File: src/rtl/mem_wb_stage.sv
// MEM/WB pipeline register with stall/bubble/flush control and a retire counter.
// Optional HI/LO channel enabled by defining MEM_WB_HILO_EN.
module mem_wb_stage #(
    parameter int DATA_W = 32,
    parameter int REG_AW = 5,
    parameter int CNT_W  = 32
) (
    input  logic              clk,
    input  logic              rst,
    input  logic              stall_mem,
    input  logic              stall_wb,
    input  logic              flush,
    input  logic [REG_AW-1:0] mem_wd,
    input  logic              mem_wreg,
    input  logic [DATA_W-1:0] mem_wdata,
    input  logic              mem_whilo,
    input  logic [DATA_W-1:0] mem_hi,
    input  logic [DATA_W-1:0] mem_lo,
    input  logic              mem_llbit_we,
    input  logic              mem_llbit_val,
    output logic [REG_AW-1:0] wb_wd,
    output logic              wb_wreg,
    output logic [DATA_W-1:0] wb_wdata,
    output logic              wb_whilo,
    output logic [DATA_W-1:0] wb_hi,
    output logic [DATA_W-1:0] wb_lo,
    output logic              wb_llbit_we,
    output logic              wb_llbit_val,
    output logic [CNT_W-1:0]  retire_cnt
);

    // Per-cycle action, decoded in strict priority order.
    typedef enum logic [2:0] {
        ACT_RESET,
        ACT_FLUSH,
        ACT_BUBBLE,
        ACT_HOLD,
        ACT_ADVANCE
    } action_e;

    action_e action;

    always_comb begin
        action = ACT_ADVANCE;
        if (rst)
            action = ACT_RESET;
        else if (flush)
            action = ACT_FLUSH;
        else if (stall_mem && !stall_wb)
            action = ACT_BUBBLE;
        else if (stall_mem)
            action = ACT_HOLD;
    end

    logic [REG_AW-1:0] wd_q, wd_d;
    logic              wreg_q, wreg_d;
    logic [DATA_W-1:0] wdata_q, wdata_d;
    logic              llbit_we_q, llbit_we_d;
    logic              llbit_val_q, llbit_val_d;
    logic [CNT_W-1:0]  cnt_q, cnt_d;
    logic              hilo_write;

`ifdef MEM_WB_HILO_EN
    logic              whilo_q, whilo_d;
    logic [DATA_W-1:0] hi_q, hi_d;
    logic [DATA_W-1:0] lo_q, lo_d;

    assign hilo_write = mem_whilo;

    always_comb begin
        whilo_d = whilo_q;
        hi_d    = hi_q;
        lo_d    = lo_q;
        case (action)
            ACT_RESET, ACT_FLUSH, ACT_BUBBLE: begin
                whilo_d = 1'b0;
                hi_d    = '0;
                lo_d    = '0;
            end
            ACT_ADVANCE: begin
                whilo_d = mem_whilo;
                hi_d    = mem_hi;
                lo_d    = mem_lo;
            end
            default: ;
        endcase
    end

    always_ff @(posedge clk) begin
        whilo_q <= whilo_d;
        hi_q    <= hi_d;
        lo_q    <= lo_d;
    end

    assign wb_whilo = whilo_q;
    assign wb_hi    = hi_q;
    assign wb_lo    = lo_q;
`else
    // HI/LO inputs are accepted but have no effect in this build.
    logic unused_hilo;
    assign unused_hilo = ^{mem_whilo, mem_hi, mem_lo};
    assign hilo_write  = 1'b0;
    assign wb_whilo    = 1'b0;
    assign wb_hi       = '0;
    assign wb_lo       = '0;
`endif

    always_comb begin
        wd_d        = wd_q;
        wreg_d      = wreg_q;
        wdata_d     = wdata_q;
        llbit_we_d  = llbit_we_q;
        llbit_val_d = llbit_val_q;
        cnt_d       = cnt_q;
        case (action)
            ACT_RESET, ACT_FLUSH, ACT_BUBBLE: begin
                wd_d        = '0;
                wreg_d      = 1'b0;
                wdata_d     = '0;
                llbit_we_d  = 1'b0;
                llbit_val_d = 1'b0;
                if (action == ACT_RESET)
                    cnt_d = '0;
            end
            ACT_ADVANCE: begin
                wd_d        = mem_wd;
                wreg_d      = mem_wreg;
                wdata_d     = mem_wdata;
                llbit_we_d  = mem_llbit_we;
                llbit_val_d = mem_llbit_val;
                // Counter wraps naturally at 2^CNT_W.
                if (mem_wreg || hilo_write)
                    cnt_d = cnt_q + 1'b1;
            end
            default: ;
        endcase
    end

    always_ff @(posedge clk) begin
        wd_q        <= wd_d;
        wreg_q      <= wreg_d;
        wdata_q     <= wdata_d;
        llbit_we_q  <= llbit_we_d;
        llbit_val_q <= llbit_val_d;
        cnt_q       <= cnt_d;
    end

    assign wb_wd        = wd_q;
    assign wb_wreg      = wreg_q;
    assign wb_wdata     = wdata_q;
    assign wb_llbit_we  = llbit_we_q;
    assign wb_llbit_val = llbit_val_q;
    assign retire_cnt   = cnt_q;

endmodule
File: config.mk
export PLATFORM = sky130hd
export DESIGN_NAME = mem_wb_stage
export DESIGN_NICKNAME = d
export VERILOG_FILES = /design/src/rtl/mem_wb_stage.sv
export SDC_FILE = /design/constraint.sdc
export NUM_CORES = 1
export LEC_CHECK = 0
export CORE_MARGIN = 1.5
export CORE_UTILIZATION = 33
export CTS_CLUSTER_SIZE = 14
export DETAILED_ROUTE_END_ITERATION = 7
export HOLD_SLACK_MARGIN = 0.15
export PLACE_DENSITY = 0.77
export SLEW_MARGIN = 20
export SYNTH_ARGS = -nofsm -noshare
export SYNTH_HDL_FRONTEND = slang
export SYNTH_SLANG_ARGS = --single-unit
File: constraint.sdc
create_clock -name clk -period 2.1 [get_ports clk]
set_clock_uncertainty 0.1 [all_clocks]
set_input_delay 0.315 -clock clk [delete_from_list [all_inputs] [get_ports clk]]
set_output_delay 0.315 -clock clk [all_outputs]
set_load 0.01 [all_outputs]
# Word level (Yosys, flattened, before mapping)
# Cells that the tools add are included.
dict set report totals {
  ff_bits 72
  wordCells 30
  output_inout_bits 137
  in_bits 110
}
dict set report classes {
  eq_ne 5
  add_sub_neg 1
  n_reduce_logical 6
  n_mux 12
}
# operator count
set ops {}
lappend ops {{$pmux 32 s2} 2}
lappend ops {{$mux 32} 2}
lappend ops {{$add 32x1->32 const B} 1}
lappend ops {{$mux 3} 4}
lappend ops {{$pmux 5 s2} 1}
lappend ops {{$pmux 1 s2} 3}
lappend ops {{$ne 2x2->1 const B} 2}
lappend ops {{$eq 3x1->1 const B} 1}
lappend ops {{$eq 3x2->1 const B} 1}
lappend ops {{$eq 3x3->1 const B} 1}
lappend ops {{$logic_not 3->1} 1}
lappend ops {{$reduce_and 3->1} 1}
lappend ops {{$reduce_or 3->1} 1}
lappend ops {{$reduce_bool 2->1} 1}
lappend ops {{$logic_and 1x1->1} 1}
lappend ops {{$logic_not 1->1} 1}

# Depth between registers and ports, before layout
dict set report depth {
  word_depth 9
  ltp_mapped 6
  depth_no_buf 5
}

# Least setup slack after synthesis
# Ideal clock, no wire load.
dict set report synth_timing {
  path_kind {input port to flip-flop}
  from {input port rst}
  to {register llbit_val_q, in the netlist wb_llbit_val (enable)}
  setup_time_ns 0.635
  path_slack_ns 0.038
  stages 2
  t_arrival_ns 1.327
  t_required_ns 1.365
  cell_sequence {nor2_1 > nand3_1}
}
dict set report synth_via {
  elab_chain_len 4
  elab_cells_between_ends 7
  classes_between {eq/ne (3); mux (1); reduce/logical (3)}
}
# item line_no
set synth_lines {}
lappend synth_lines {{from (decl)} 9} ;# input logic rst,
lappend synth_lines {{$mux 3 *} 45} ;# if (rst)
lappend synth_lines {{$eq 3x1->1, or another cell as far along} 115} ;# case (action)
lappend synth_lines {{$reduce_or 3->1} 115}
lappend synth_lines {{$reduce_bool 2->1 (no line) *} -}
lappend synth_lines {{to (signal assigned)} 144} ;# llbit_val_q <= llbit_val_d;
lappend synth_lines {{to (decl)} 59} ;# logic llbit_val_q, llbit_val_d;
# Every way passes the cells marked *; elsewhere a longest branch is shown, timed or not.
# A chain may end at the register's enable or synchronous reset.

# Final worst setup path
dict set report layout_timing {
  from {register cnt_q[1], in the netlist retire_cnt[1]}
  to {register cnt_q[24], in the netlist retire_cnt[24] (data pin)}
}
dict set report layout_via {
  elab_chain_len 3
}
# item line_no
set layout_lines {}
lappend layout_lines {{from (decl)} 60} ;# logic [CNT_W-1:0] cnt_q, cnt_d;
lappend layout_lines {{from (signal assigned)} 145} ;# cnt_q <= cnt_d;
lappend layout_lines {{$add 32x1->32} 133} ;# cnt_d = cnt_q + 1'b1;
lappend layout_lines {{$mux 32} 132} ;# if (mem_wreg || hilo_write)
lappend layout_lines {{$pmux 32 s2} 115}
# Every way passes these cells. The select of a mux whose other input is x is not followed.

==> results.sh <==
export IMPL_status="completed"
export IMPL_drv_cap=0
export IMPL_syn_to_final_growth_pct=38.7
export IMPL_syn_area_um2=3830
export IMPL_worstHoldPathType="input pin to flip-flop"
export IMPL_die_h_um=111
export IMPL_synth_edff_count=72
export IMPL_first_global_vias=2630
export IMPL_cts_root_buf="clkbuf_16"
export IMPL_design_core_area_um2=11400
export IMPL_die_w_um=111
export IMPL_dpl_cell_count=589
export IMPL_overflow=0
export IMPL_final_layout_size_suffix_gt1_share_pct=9.74
export IMPL_grt_setup_unrepaired="no"
export IMPL_hpwl_mm=6.21
export IMPL_r2r_cells=5
export IMPL_grt_use_total_pct=13.8
export IMPL_place_congestion=0.794
export IMPL_clock_sinks=72
export IMPL_hold_buffers=0
export IMPL_avgViaCountPerCell=4.52
export IMPL_syn_instance_count=325
export IMPL_fmax_mhz=504
export IMPL_crit_cells=5
export IMPL_wirelength_mm=8.41
export IMPL_antenna_found_initial=0
export IMPL_fin_cells=605
export IMPL_clk_insertion_delay_late_ns=0.33
export IMPL_dieArea_um2=12300
export IMPL_max_vdd_ir_drop_mv=0.371
export IMPL_initial_core_util_pct=33.7
export IMPL_slowest_stage="o311ai_0"
export IMPL_setup_tns_ns=0
export IMPL_setup_viol=0
export IMPL_period_share_pct=94.5
export IMPL_min_path_cells=2
export IMPL_crit_path_cell_trace="ha_1, and3_1, nand2_1, o311ai_0, o41ai_1"
export IMPL_maxSlewViolCount=0
export IMPL_route_detailed_drc=0
export IMPL_clockBufferDepth=2
export IMPL_io_buffers=116
export IMPL_num_vias=2733
export IMPL_cp_end_kind="flip-flop"
export IMPL_hold_viol=0
export IMPL_path_delay_family="compound AO/OA/AOI/OAI gates"
export IMPL_ys_warn_count=0
export IMPL_drt_pre_antenna_iters=4
export IMPL_h_tree_depth=3
export IMPL_worstSetupPathType="flip-flop to flip-flop"
export IMPL_utilization_pct=46.8
export IMPL_p_leak_nw=2.05
export IMPL_grt_max_degree=33
export IMPL_grt_pass1_wl_mm=13.3
export IMPL_crit_required_ns=2.06
export IMPL_cts_inserted_buffers=9
export IMPL_ys_seq_elements=72
export IMPL_ios=247
export IMPL_tritoncts="built"
export IMPL_antenna_left=0
export IMPL_startpoint_type="flip-flop"
export IMPL_synth_top_area_share_pct=56.4
export IMPL_synth_async_reset_ratio_pct=0
export IMPL_drtIter0Drc=130
export IMPL_reg2reg_slack_ns=0.11
export IMPL_synth_area_leaders="edfxtp_1 (56%), buf_4 (13%), and2_1 (6.9%)"
export IMPL_power_density_nw_per_um2=696
export IMPL_final_nets=568
export IMPL_wire_per_inst_um=13.9
export IMPL_ys_seq_area_share_pct=56.4
export IMPL_layout_min_cycle_time_ns=1.99
export IMPL_synth_largest_area_cell="edfxtp_1"
export IMPL_synth_cell_types=38
export IMPL_clk_pin_slew_worst_paths_ns=0.06
export IMPL_arrival_ns=1.94
export IMPL_critical_path_max_stage_delay_ns=0.40
export IMPL_rows=39
export IMPL_synth_ff_type="edfxtp_1"
export IMPL_diodes=0
export IMPL_critPathBufInv=0
export IMPL_crit_fanout=7
export IMPL_avgSynthCellArea_um2=11.8
metal layers:
metal | vias to the layer above | part of all wire (%) | GRT usage, %
met4 | 0 | 1.7 | 6.84
met3 | 12 | 9.1 | 5.25
met2 | 129 | 51 | 23.0
li1 | 1308 | - | -
met5 | - | 0 | 0
met1 | 1284 | 39 | 15.4
where the power goes:
part / internal (mW) / leakage [nW] / switching [mW] / total (mW)
logic: 0.237 / 1.10 / 0.201 / 0.438
registers: 1.66 / 0.806 / 0.0498 / 1.71
clock network: 0.930 / 0.146 / 0.628 / 1.56
cells by family (layout without fill, tap and decap cells):
kind of cell    Yosys count  after routing  share of synthesized area (%)
fa+ha+maj                 1              1                          0.326
flops                    72             72                           56.4
mux                       2              2                          0.522
xor+xnor                 15             15                           3.43
other cells               1             65                         0.0978
compound gates           26             26                           4.54
simple gates            130            130                           20.0
buf+inv                  78            151                           14.7
flip-flops by register name (all words and copies together) (netlist names):
register / count
wb_llbit_val: 1
wb_wdata: 32
retire_cnt: 32
wb_wreg: 1
wb_wd: 5
wb_llbit_we: 1
layout by cell type (no fill, tap or decap), types with 3 or more instances in the layout:
cell type	netlist	routed
clkdlybuf4s50_1	0	116
edfxtp_1	72	72
conb_1	1	65
and2_1	42	42
nor2_1	20	20
buf_4	66	18
nand2_1	12	12
nand3_1	12	11
nand4_1	9	9
a21oi_1	9	9
clkbuf_16	0	9
xor2_1	8	8
xnor2_1	7	7
and3_1	5	5
o31ai_1	5	5
or3_1	4	4
or4_1	4	4
nand2b_1	4	4
and4_1	3	3
o41ai_1	3	3
o21ai_0	3	3
path summary, 6_finish.rpt:
check / start / endpoint
worst max-delay path: retire_cnt[1] / retire_cnt[24]
worst min register to register: retire_cnt[30] / retire_cnt[30]
worst min-delay path: mem_wdata[11] / wb_wdata[11]
worst max register to register: retire_cnt[1] / retire_cnt[24]
timing repair:
item / 4_1_cts / 5_1_grt
setup endpoints to repair: 0 / 1
setup buffers: 0 / 0
gates resized for setup: 0 / 1
cell usage after synthesis (3+ instances only):
cell type / number
nand2_1: 12
nand3_1: 12
buf_6: 3
and4_1: 3
xnor2_1: 7
o41ai_1: 3
a21oi_1: 9
or3_1: 4
edfxtp_1: 72
and3_1: 5
nand4_1: 9
nand2b_1: 4
xor2_1: 8
nor2_1: 20
and2_1: 42
buf_4: 66
o31ai_1: 5
o21ai_0: 3
or4_1: 4
nor3_1: 3
clkbuf_1: 7
through the flow:
| stage | setup WS [ns] | total power [mW] | hold slack (ns) | cell area, µm² |
|---|---|---|---|---|
| after floorplan | 0.0377 | 1.99 | 0.413 | 4080 |
| after global placement | 0.0952 | 2.16 | 0.541 | 5010 |
| after detailed placement | 0.0126 | 2.18 | 0.563 | 5010 |
| after CTS | 0.102 | 3.75 | 0.515 | 5320 |
| after global routing | 0.0212 | 3.84 | 0.525 | 5320 |
| final | 0.115 | 3.70 | 0.529 | 5320 |
cell type report:
cell class	count	area, µm²
clock buffer	9	225
clock inverter	7	77.6
fill	1086	6050
multi-input combinational	239	1360
sequential	72	2160
tap	143	179
timing repair buffer	135	1320
Power figures use the tool's default switching activity.
